<file path="config.mk">
export PLATFORM = sky130hd
export DESIGN_NAME = demux2_sync
export DESIGN_NICKNAME = d
export VERILOG_FILES = /design/src/rtl/demux2_sync.sv
export SDC_FILE = /design/constraint.sdc
export NUM_CORES = 1
export LEC_CHECK = 0
export BUFFER_PORTS_ARGS = -buffer_cell sky130_fd_sc_hd__buf_2
export CAP_MARGIN = 20
export CELL_PAD_IN_SITES_DETAIL_PLACEMENT = 0
export CELL_PAD_IN_SITES_GLOBAL_PLACEMENT = 1
export CORE_MARGIN = 3
export CORE_UTILIZATION = 30
export CTS_CLUSTER_DIAMETER = 100
export DETAILED_ROUTE_END_ITERATION = 7
export PLACE_DENSITY_LB_ADDON = 0.1
export SYNTH_ARGS = -nofsm -noshare
export SYNTH_HDL_FRONTEND = slang
export SYNTH_SLANG_ARGS = --single-unit
</file>
<file path="constraint.sdc">
create_clock -name clk -period 3.4 [get_ports clk]
set_input_delay 0.17 -clock clk [delete_from_list [all_inputs] [get_ports clk]]
set_output_delay 0.17 -clock clk [all_outputs]
set_load 0.02 [all_outputs]
</file>
<file path="src/rtl/demux2_sync.sv">
// Clocked 1-to-2 demultiplexer for 4-phase bundled-data channels: a control token steers one data token.
// Optional macro DEMUX2_SYNC_EN adds 2-flop synchronizers on r_i, rctl_i, a_o and a1_o.
module demux2_sync #(
   parameter int N = 1
) (
   input  logic         clk,
   input  logic         rst,
   input  logic         r_i,
   output logic         a_i,
   input  logic [N-1:0] d_i,
   input  logic         rctl_i,
   input  logic         dctl_i,
   output logic         actl_i,
   output logic         r_o,
   input  logic         a_o,
   output logic [N-1:0] d_o,
   output logic         r1_o,
   input  logic         a1_o,
   output logic [N-1:0] d1_o
);

   localparam logic [1:0] IDLE  = 2'd0;
   localparam logic [1:0] SETUP = 2'd1;
   localparam logic [1:0] REQ   = 2'd2;
   localparam logic [1:0] ACK   = 2'd3;

   logic [1:0]   state;
   logic [N-1:0] data_q;
   logic         sel_q;
   logic         ack_q;

   // Sampled views of the handshake inputs seen by the FSM.
   logic rs, rcs, as0, as1;

`ifdef DEMUX2_SYNC_EN
   logic [3:0] meta_q;
   logic [3:0] sync_q;

   always_ff @(posedge clk or negedge rst) begin
      if (!rst) begin
         meta_q <= '0;
         sync_q <= '0;
      end else begin
         meta_q <= {r_i, rctl_i, a_o, a1_o};
         sync_q <= meta_q;
      end
   end

   assign {rs, rcs, as0, as1} = sync_q;
`else
   assign {rs, rcs, as0, as1} = {r_i, rctl_i, a_o, a1_o};
`endif

   logic sel_ack;
   assign sel_ack = sel_q ? as1 : as0;

   // Both acknowledges come from one flop, so they rise and fall together.
   assign a_i    = ack_q;
   assign actl_i = ack_q;

   // NOTE: every register here, including the data holding registers, is reset and updated with
   // non-blocking assignments so all flops see the pre-edge values of each other.
   always_ff @(posedge clk or negedge rst) begin
      if (!rst) begin
         state  <= IDLE;
         data_q <= '0;
         sel_q  <= 1'b0;
         ack_q  <= 1'b0;
         r_o    <= 1'b0;
         r1_o   <= 1'b0;
         d_o    <= '0;
         d1_o   <= '0;
      end else begin
         case (state)
            IDLE: begin
               if (rs && rcs) begin
                  data_q <= d_i;
                  sel_q  <= dctl_i;
                  state  <= SETUP;
               end
            end

            SETUP: begin
               d_o   <= data_q;
               d1_o  <= data_q;
               state <= REQ;
            end

            // The request rises on the first edge in REQ, giving the data a full cycle of setup.
            REQ: begin
               if (!(r_o || r1_o)) begin
                  if (sel_q) r1_o <= 1'b1;
                  else       r_o  <= 1'b1;
               end else if (sel_ack) begin
                  r_o   <= 1'b0;
                  r1_o  <= 1'b0;
                  ack_q <= 1'b1;
                  state <= ACK;
               end
            end

            ACK: begin
               if (!rs && !rcs && !sel_ack) begin
                  ack_q <= 1'b0;
                  state <= IDLE;
               end
            end

            default: state <= IDLE;
         endcase
      end
   end

endmodule

</file>
==> flow_summary.yaml, run 1 <==
run_status:
  status: "finished clean"
clock_tree:
  post_cts_buffers: 0
  clkSinkCount: 8
  cts_tree: "yes"
  path_clk_slew_ps: 60
  cts_root_buffer: "clkbuf_4"
  cts_max_level: 1
  clockBufferDepth: 2
  clock_latency_ps: 260
  numCtsBuffers: 3
setup_path:
  crit_arrival_ps: 2000
  reg2regPathDepth: 6
  cp-end-kind: "flop"
  worstPathRequired_ps: 3540
  r2r-start: "state[0]"
  crit_fanout: 5
  endpoint: "state[1]"
  setup.worst_path.start: "state[0]"
  r2r_end: "state[1]"
  worstSetupPathType: "reg2reg"
  start_kind: "flop"
  regToRegSetupSlack_ps: 1540
flow_run:
  cap_violations: 0
worst_hold_path:
  hold_path_class: "in2reg"
sta:
  clock_skew_ps: 11.7
  slew_headroom_pct: 69.5
  rsz0062_at_grt: "no"
  drv_slew: 0
  finalHoldViolations: 0
  min_period_over_period_pct: 54.6
  setup-violations-final: 0
  fmax_mhz: 539
  setup_ws_ps: 1540
  tightest_slew_ps: 457
  finalSetupTns_ps: 0
  min_period_ps: 1860
  fin_hold_ws_ps: 154
synth:
  synth_top_area_share_pct: 38.9
  syn-num-nets: 63
  synth_seq_cells: 8
  synthDistinctLibCells: 18
  avgSynthCellArea_sq_um: 10.5
  seq_area_frac_synth_pct: 38.9
  syn_inst: 49
  synth_area_leaders: "dfrtp_1 (39%), ha_1 (15%), mux2_2 (6.6%)"
  yosys.area.top_type: "dfrtp_1"
  syn_area_sq_um: 514
  ys_warn_count: 0
die:
  pin_count: 14
  die_h_microns: 47.4
  die_width_microns: 47.4
  initial_core_util_pct: 33.0
  core_sq_mm: 0.00156
  die-area_sq_mm: 0.00225
  fp-row-count: 14
power:
  ir_worst_vdd_mv: 0.293
  seqPwrFrac_pct: 33.6
  comb_power_share_pct: 52.9
  clkPwrFrac_pct: 13.6
  p_sw_share_pct: 41.9
  intPower_uw: 317
  p_sw_uw: 229
  total_leakage_power_nw: 0.301
  powerDensity_mw_per_mm2: 885
grt:
  grt_start_max_net_pins: 9
  grt_pass1_wl_microns: 1590
  antenna_found_initial: 0
  grt_usage_pct: 10.9
  grt_remaining_overflow: 0
  grt_pass1_vias: 347
route:
  ant_nets: 0
  wl_per_cell_microns: 12.4
  vias: 395
  drc: 0
  wirelength_microns: 988
  drt_iter0_markers: 9
  via_per_inst: 4.94
  dr.pass1.iters: 4
finish:
  num-nets-final: 80
  area_delta_synth_final_pct: 20.0
  fin_area_sq_um: 617
  final_cell_mix: "buf_2 (13), dfrtp_1 (8), inv_1 (6), ha_1 (6), o21ai_0 (5)"
  drive_above_1_share_pct: 35.9
  n_antenna_cell: 0
  layout_commonest_cell: "buf_2"
placed_design:
  gp_congestion: 0.751
  dpl.hpwl_microns: 803
  port_buffers: 13
  dpl_worst_slack_ps: 1520
  placed_cell_area_sq_um: 584
synth_stat cells (all sizes together):
| library cell | count |
|---|---|
| nand2 | 4 |
| buf | 2 |
| dfrtp | 8 |
| ha | 6 |
| nor2 | 2 |
| inv | 6 |
| a32oi | 1 |
| mux2 | 5 |
| a21oi | 3 |
| o211ai | 1 |
| o21ai | 5 |
| nor3b | 1 |
| or3 | 1 |
| nand3 | 1 |
| a31oi | 1 |
| o31ai | 2 |
what timing repair did:
action,CTS,global route
resized for setup,0,0
hold endpoints to repair,8,0
hold buffers,1,0
power groups by stage:
| stage | Sequential (mW) | Clock [mW] | Combinational [mW] |
|---|---|---|---|
| 6_report | 0.183 | 0.0739 | 0.288 |
| 5_1_grt | 0.193 | 0.0870 | 0.322 |
| 4_1_cts | 0.185 | 0.0790 | 0.295 |
| 3_5_place_dp | 0.185 | 0 | 0.291 |
| 3_3_place_gp | 0.187 | 0 | 0.294 |
| 2_1_floorplan | 0.201 | 0 | 0.210 |
kinds of logic (layout without fill, tap and decap cells):
kind of cell | after synthesis | after routing | share of synthesized area (%)
adder cells (fa/ha/maj) | 6 | 6 | 14.6
multiplexers | 5 | 5 | 12.4
AO/OA/AOI/OAI | 13 | 13 | 18.7
flip-flops | 8 | 8 | 38.9
buffers and inverters | 8 | 23 | 7.30
AND/OR/NAND/NOR | 9 | 9 | 8.03
registers in the layout, summed over array words and instances, names as in the netlist:
signal / flops
r1_o: 1
d1_o: 1
data_q: 1
state: 2
r_o: 1
a_i: 1
sel_q: 1
final cells by class:
type                    instances  area, sq um
flip-flops and latches          8          200
repair buffers                 14         75.1
fillers                       166          942
multi-input cells              33          277
inverters                       6         22.5
clock buffers                   3         22.5
well taps                      16         20.0
worst min-delay path by stage:
stage | startpoint | end | slack (ps) | depth (start not counted)
4_1_cts | d_i | data_q | 140 | 2
3_3_place_gp | rst | a_i | 40 | 1
3_5_place_dp | rst | a_i | 30 | 1
5_1_grt | d_i | data_q | 140 | 2
2_1_floorplan | rst | a_i | -130 | 0
6_report | d_i | data_q | 150 | 2
layer usage:
metal | vias up | part of all wire (%) | GRT usage (%)
met5 | - | 0 | 0
met4 | 0 | 0.81 | 1.66
met3 | 2 | 8.5 | 8.05
met2 | 13 | 43 | 15.0
met1 | 176 | 48 | 14.0
li1 | 204 | - | -
critical path, cell delays in order (launching register included):
cell and delay (ps):
dfrtp_1 400, inv_1 150, ha_1 220, nor3b_1 420
a21oi_1 130, o211ai_2 110, mux2_4 310
through the flow:
step	utilization, %	std cells	total power [mW]
2_1_floorplan	-	49	0.411
4_1_cts	39.6	80	0.559
3_5_place_dp	37.5	76	0.477
6_report	39.6	80	0.546
3_3_place_gp	37.5	76	0.481
5_1_grt	39.6	80	0.602
Note: power is estimated with default switching activity, not from simulation.
==> inputs of run 2 (changes only) <==
ABC_AREA = 1   (was default)
clock period = 1.7 ns   (was 3.4 ns; I/O delays follow)
==> run 2 against run 1 <==
Against the previous run:
- fmax rose by 39%
- via count increased by 6.1%
- die area grew 1.5%
- synthesized cell count grew 18%
- global-route usage fell by 0.19 points
- final area up 1.4%
- first-iteration DRC count shrank 78%
- register-to-register slack worse by 1200 ps
- worst hold slack worse by 79 ps
- sequential power up 98%
- highest routed layer is now met3
==> flow_summary.yaml, run 2 <==
run_status:
  status: "finished clean"
synth:
  synthDistinctLibCells: 17
  synth_edf_count: 0
  ys_warn_count: 0
  yosys.area.top_type: "dfrtp_1"
  synth_compound_area_share_pct: 4.78
  synth_top_area_share_pct: 38.3
  synth_top_family_by_area: "simple AND/OR/NAND/NOR gates"
  async_flop_share_pct: 100
  synth_simple_gate_area_share_pct: 29.7
  synth_xor_area_share_pct: 0
  synth_area_leaders: "dfrtp_1 (38%), ha_1 (14%), nand2_1 (7.9%)"
  syn_inst: 58
  seq_area_frac_synth_pct: 38.3
  synth_seq_cells: 8
  syn_area_sq_um: 523
  yosys.cell_count.top_type: "nand2_1"
  avgSynthCellArea_sq_um: 9.02
  synthAdderAreaFrac_pct: 14.4
  synth.area.mux_share_pct: 4.31
  synth-main-ff-cell: "dfrtp_1"
  syn-num-nets: 72
  ys_top_cells_by_count: "nand2_1 (11), dfrtp_1 (8), ha_1 (6), inv_1 (5), nand2_2 (4)"
grt:
  busiest_layer: "met2"
  met1_usage_pct: 11.1
  use_met3_pct: 5.64
  grt_pass1_wl_microns: 1680
  grt_remaining_overflow: 0
  grt_start_max_net_pins: 9
  grt_pass1_vias: 407
  antenna_found_initial: 0
  grtUsageMet2_pct: 19.5
  grt_usage_pct: 10.7
setup_path:
  r2r_end: "a_i"
  crit_family: "simple AND/OR/NAND/NOR gates"
  crit_fanout: 6
  start_kind: "flop"
  reg2regPathDepth: 7
  r2r-start: "state[0]"
  regToRegSetupSlack_ps: 360
  path_cells: "inv_1 -> ha_1 -> nand3_1 -> nand2_1 -> inv_2 -> nand3_1 -> nand2_1"
  cp-end-kind: "flop"
  worstSetupPathType: "reg2reg"
  worstPathRequired_ps: 1840
  slowest_stage: "dfrtp_1"
  crit_arrival_ps: 1480
  max_stage_delay_ps: 410
  crit_buf_inv: 2
flow_run:
  cap_violations: 0
sta:
  finalSetupTns_ps: 0
  rsz0062_at_grt: "no"
  setup-violations-final: 0
  min_period_ps: 1340
  clock_skew_ps: 2.55
  min_period_over_period_pct: 78.7
  slew_headroom_pct: 83.3
  drv_slew: 0
  tightest_slew_ps: 249
  finalHoldViolations: 0
  fmax_mhz: 748
clock_tree:
  cts_max_level: 1
  cts_root_buffer: "clkbuf_4"
  cts_tree: "yes"
  path_clk_slew_ps: 50
  clkSinkCount: 8
  clock_latency_ps: 250
  post_cts_buffers: 0
  numCtsBuffers: 3
  clockBufferDepth: 2
die:
  core_sq_mm: 0.00158
  fp-row-count: 14
  die_h_microns: 47.8
  pin_count: 14
  die-area_sq_mm: 0.00228
  die_width_microns: 47.8
  initial_core_util_pct: 33.2
placed_design:
  gp_congestion: 0.775
  dpl.hpwl_microns: 861
  port_buffers: 13
finish:
  final_cell_mix: "buf_2 (13), nand2_1 (11), dfrtp_1 (8)"
  num-nets-final: 89
  top_register: "state"
  drive_above_1_share_pct: 41.1
  n_antenna_cell: 0
  largest_register_ffs: 2
  layout_commonest_cell: "buf_2"
  area_delta_synth_final_pct: 19.6
  utilization_pct: 39.7
worst_hold_path:
  min_from: "d_i"
  whs_path_depth: 2
  hold_end: "data_q"
  hold_path_class: "in2reg"
power:
  ir_worst_vdd_mv: 0.767
  powerDensity_mw_per_mm2: 1870
  total_leakage_power_nw: 0.341
route:
  drt_iter0_markers: 2
  drc: 0
  via_per_inst: 4.71
  dr.pass1.iters: 2
  wl_per_cell_microns: 11.5
  vias: 419
  wirelength_microns: 1030
  ant_nets: 0
[run 2: changes by cell type in the layout (fill, tap and decap cells not counted), sizes merged, moves of 2 or more]
cell / before / now
nand4: 0 / 3
o21ai: 5 / 0
o31ai: 2 / 0
mux2: 5 / 2
nand2: 4 / 16
inv: 6 / 8
o22ai: 0 / 2
a21oi: 3 / 1
nand3: 1 / 6
[run 2: layer usage]
layer	routed length (microns)	vias to the layer above	share of wire, %
met2	525	10	51
met1	444	192	43
met3	57	0	5.6
met5	0	-	0
li1	-	217	-
met4	0	0	0
[run 2: through the flow]
step | power, mW | hold slack (ps) | cell area (sq um) | instances | setup slack, ps
after CTS | 1.19 | 68.4 | 626 | 89 | 344
after detailed placement | 1.04 | -55.7 | 593 | 85 | 355
after global routing | 1.30 | 73.0 | 626 | 89 | 242
final | 1.17 | 75.1 | 626 | 89 | 363
after global placement | 1.04 | -60.2 | 593 | 85 | 357
after floorplan | 0.895 | -211 | 523 | 58 | 485
[run 2: worst max-delay path by stage]
| stage | startpoint | slack [ps] | to | cells after the start |
|---|---|---|---|---|
| after global routing | state[0] | 240 | a_i | 7 |
| final | state[0] | 360 | a_i | 7 |
| after detailed placement | state[0] | 350 | a_i | 7 |
| after global placement | state[1] | 360 | data_q | 4 |
| after floorplan | state[0] | 490 | a_i | 7 |
| after CTS | state[0] | 340 | a_i | 7 |
[run 2: repair_timing]
action                                  in CTS  in global routing
hold buffers                                 1                  0
hold endpoints to repair                     8                  0
endpoints found under the setup margin       0                  0
gates resized for setup                      0                  0
[run 2: worst register-to-register path, stage by stage (launching register included)]
cell,delay (ps)
dfrtp_1,410
inv_1,140
ha_1,180
nand3_1,200
nand2_1,140
inv_2,40
nand3_1,70
nand2_1,50
[run 2: report_power, final]
part | switching [mW] | internal, mW
clock network | 0.0623 | 0.0806
registers | 0.0727 | 0.290
logic | 0.409 | 0.258
total | 0.544 | 0.628
[run 2: final cells by class]
| type | instances | area [sq um] |
|---|---|---|
| well taps | 16 | 20.0 |
| clock buffers | 3 | 22.5 |
| inverters | 8 | 30.0 |
| fillers | 166 | 951 |
| repair buffers | 14 | 75.1 |
| flip-flops and latches | 8 | 200 |
| multi-input cells | 40 | 278 |
[run 2: logic make-up after synthesis]
logic type,Yosys count
compound gates,4
flops,8
simple gates,28
mux,2
fa+ha+maj,6
buf+inv,10
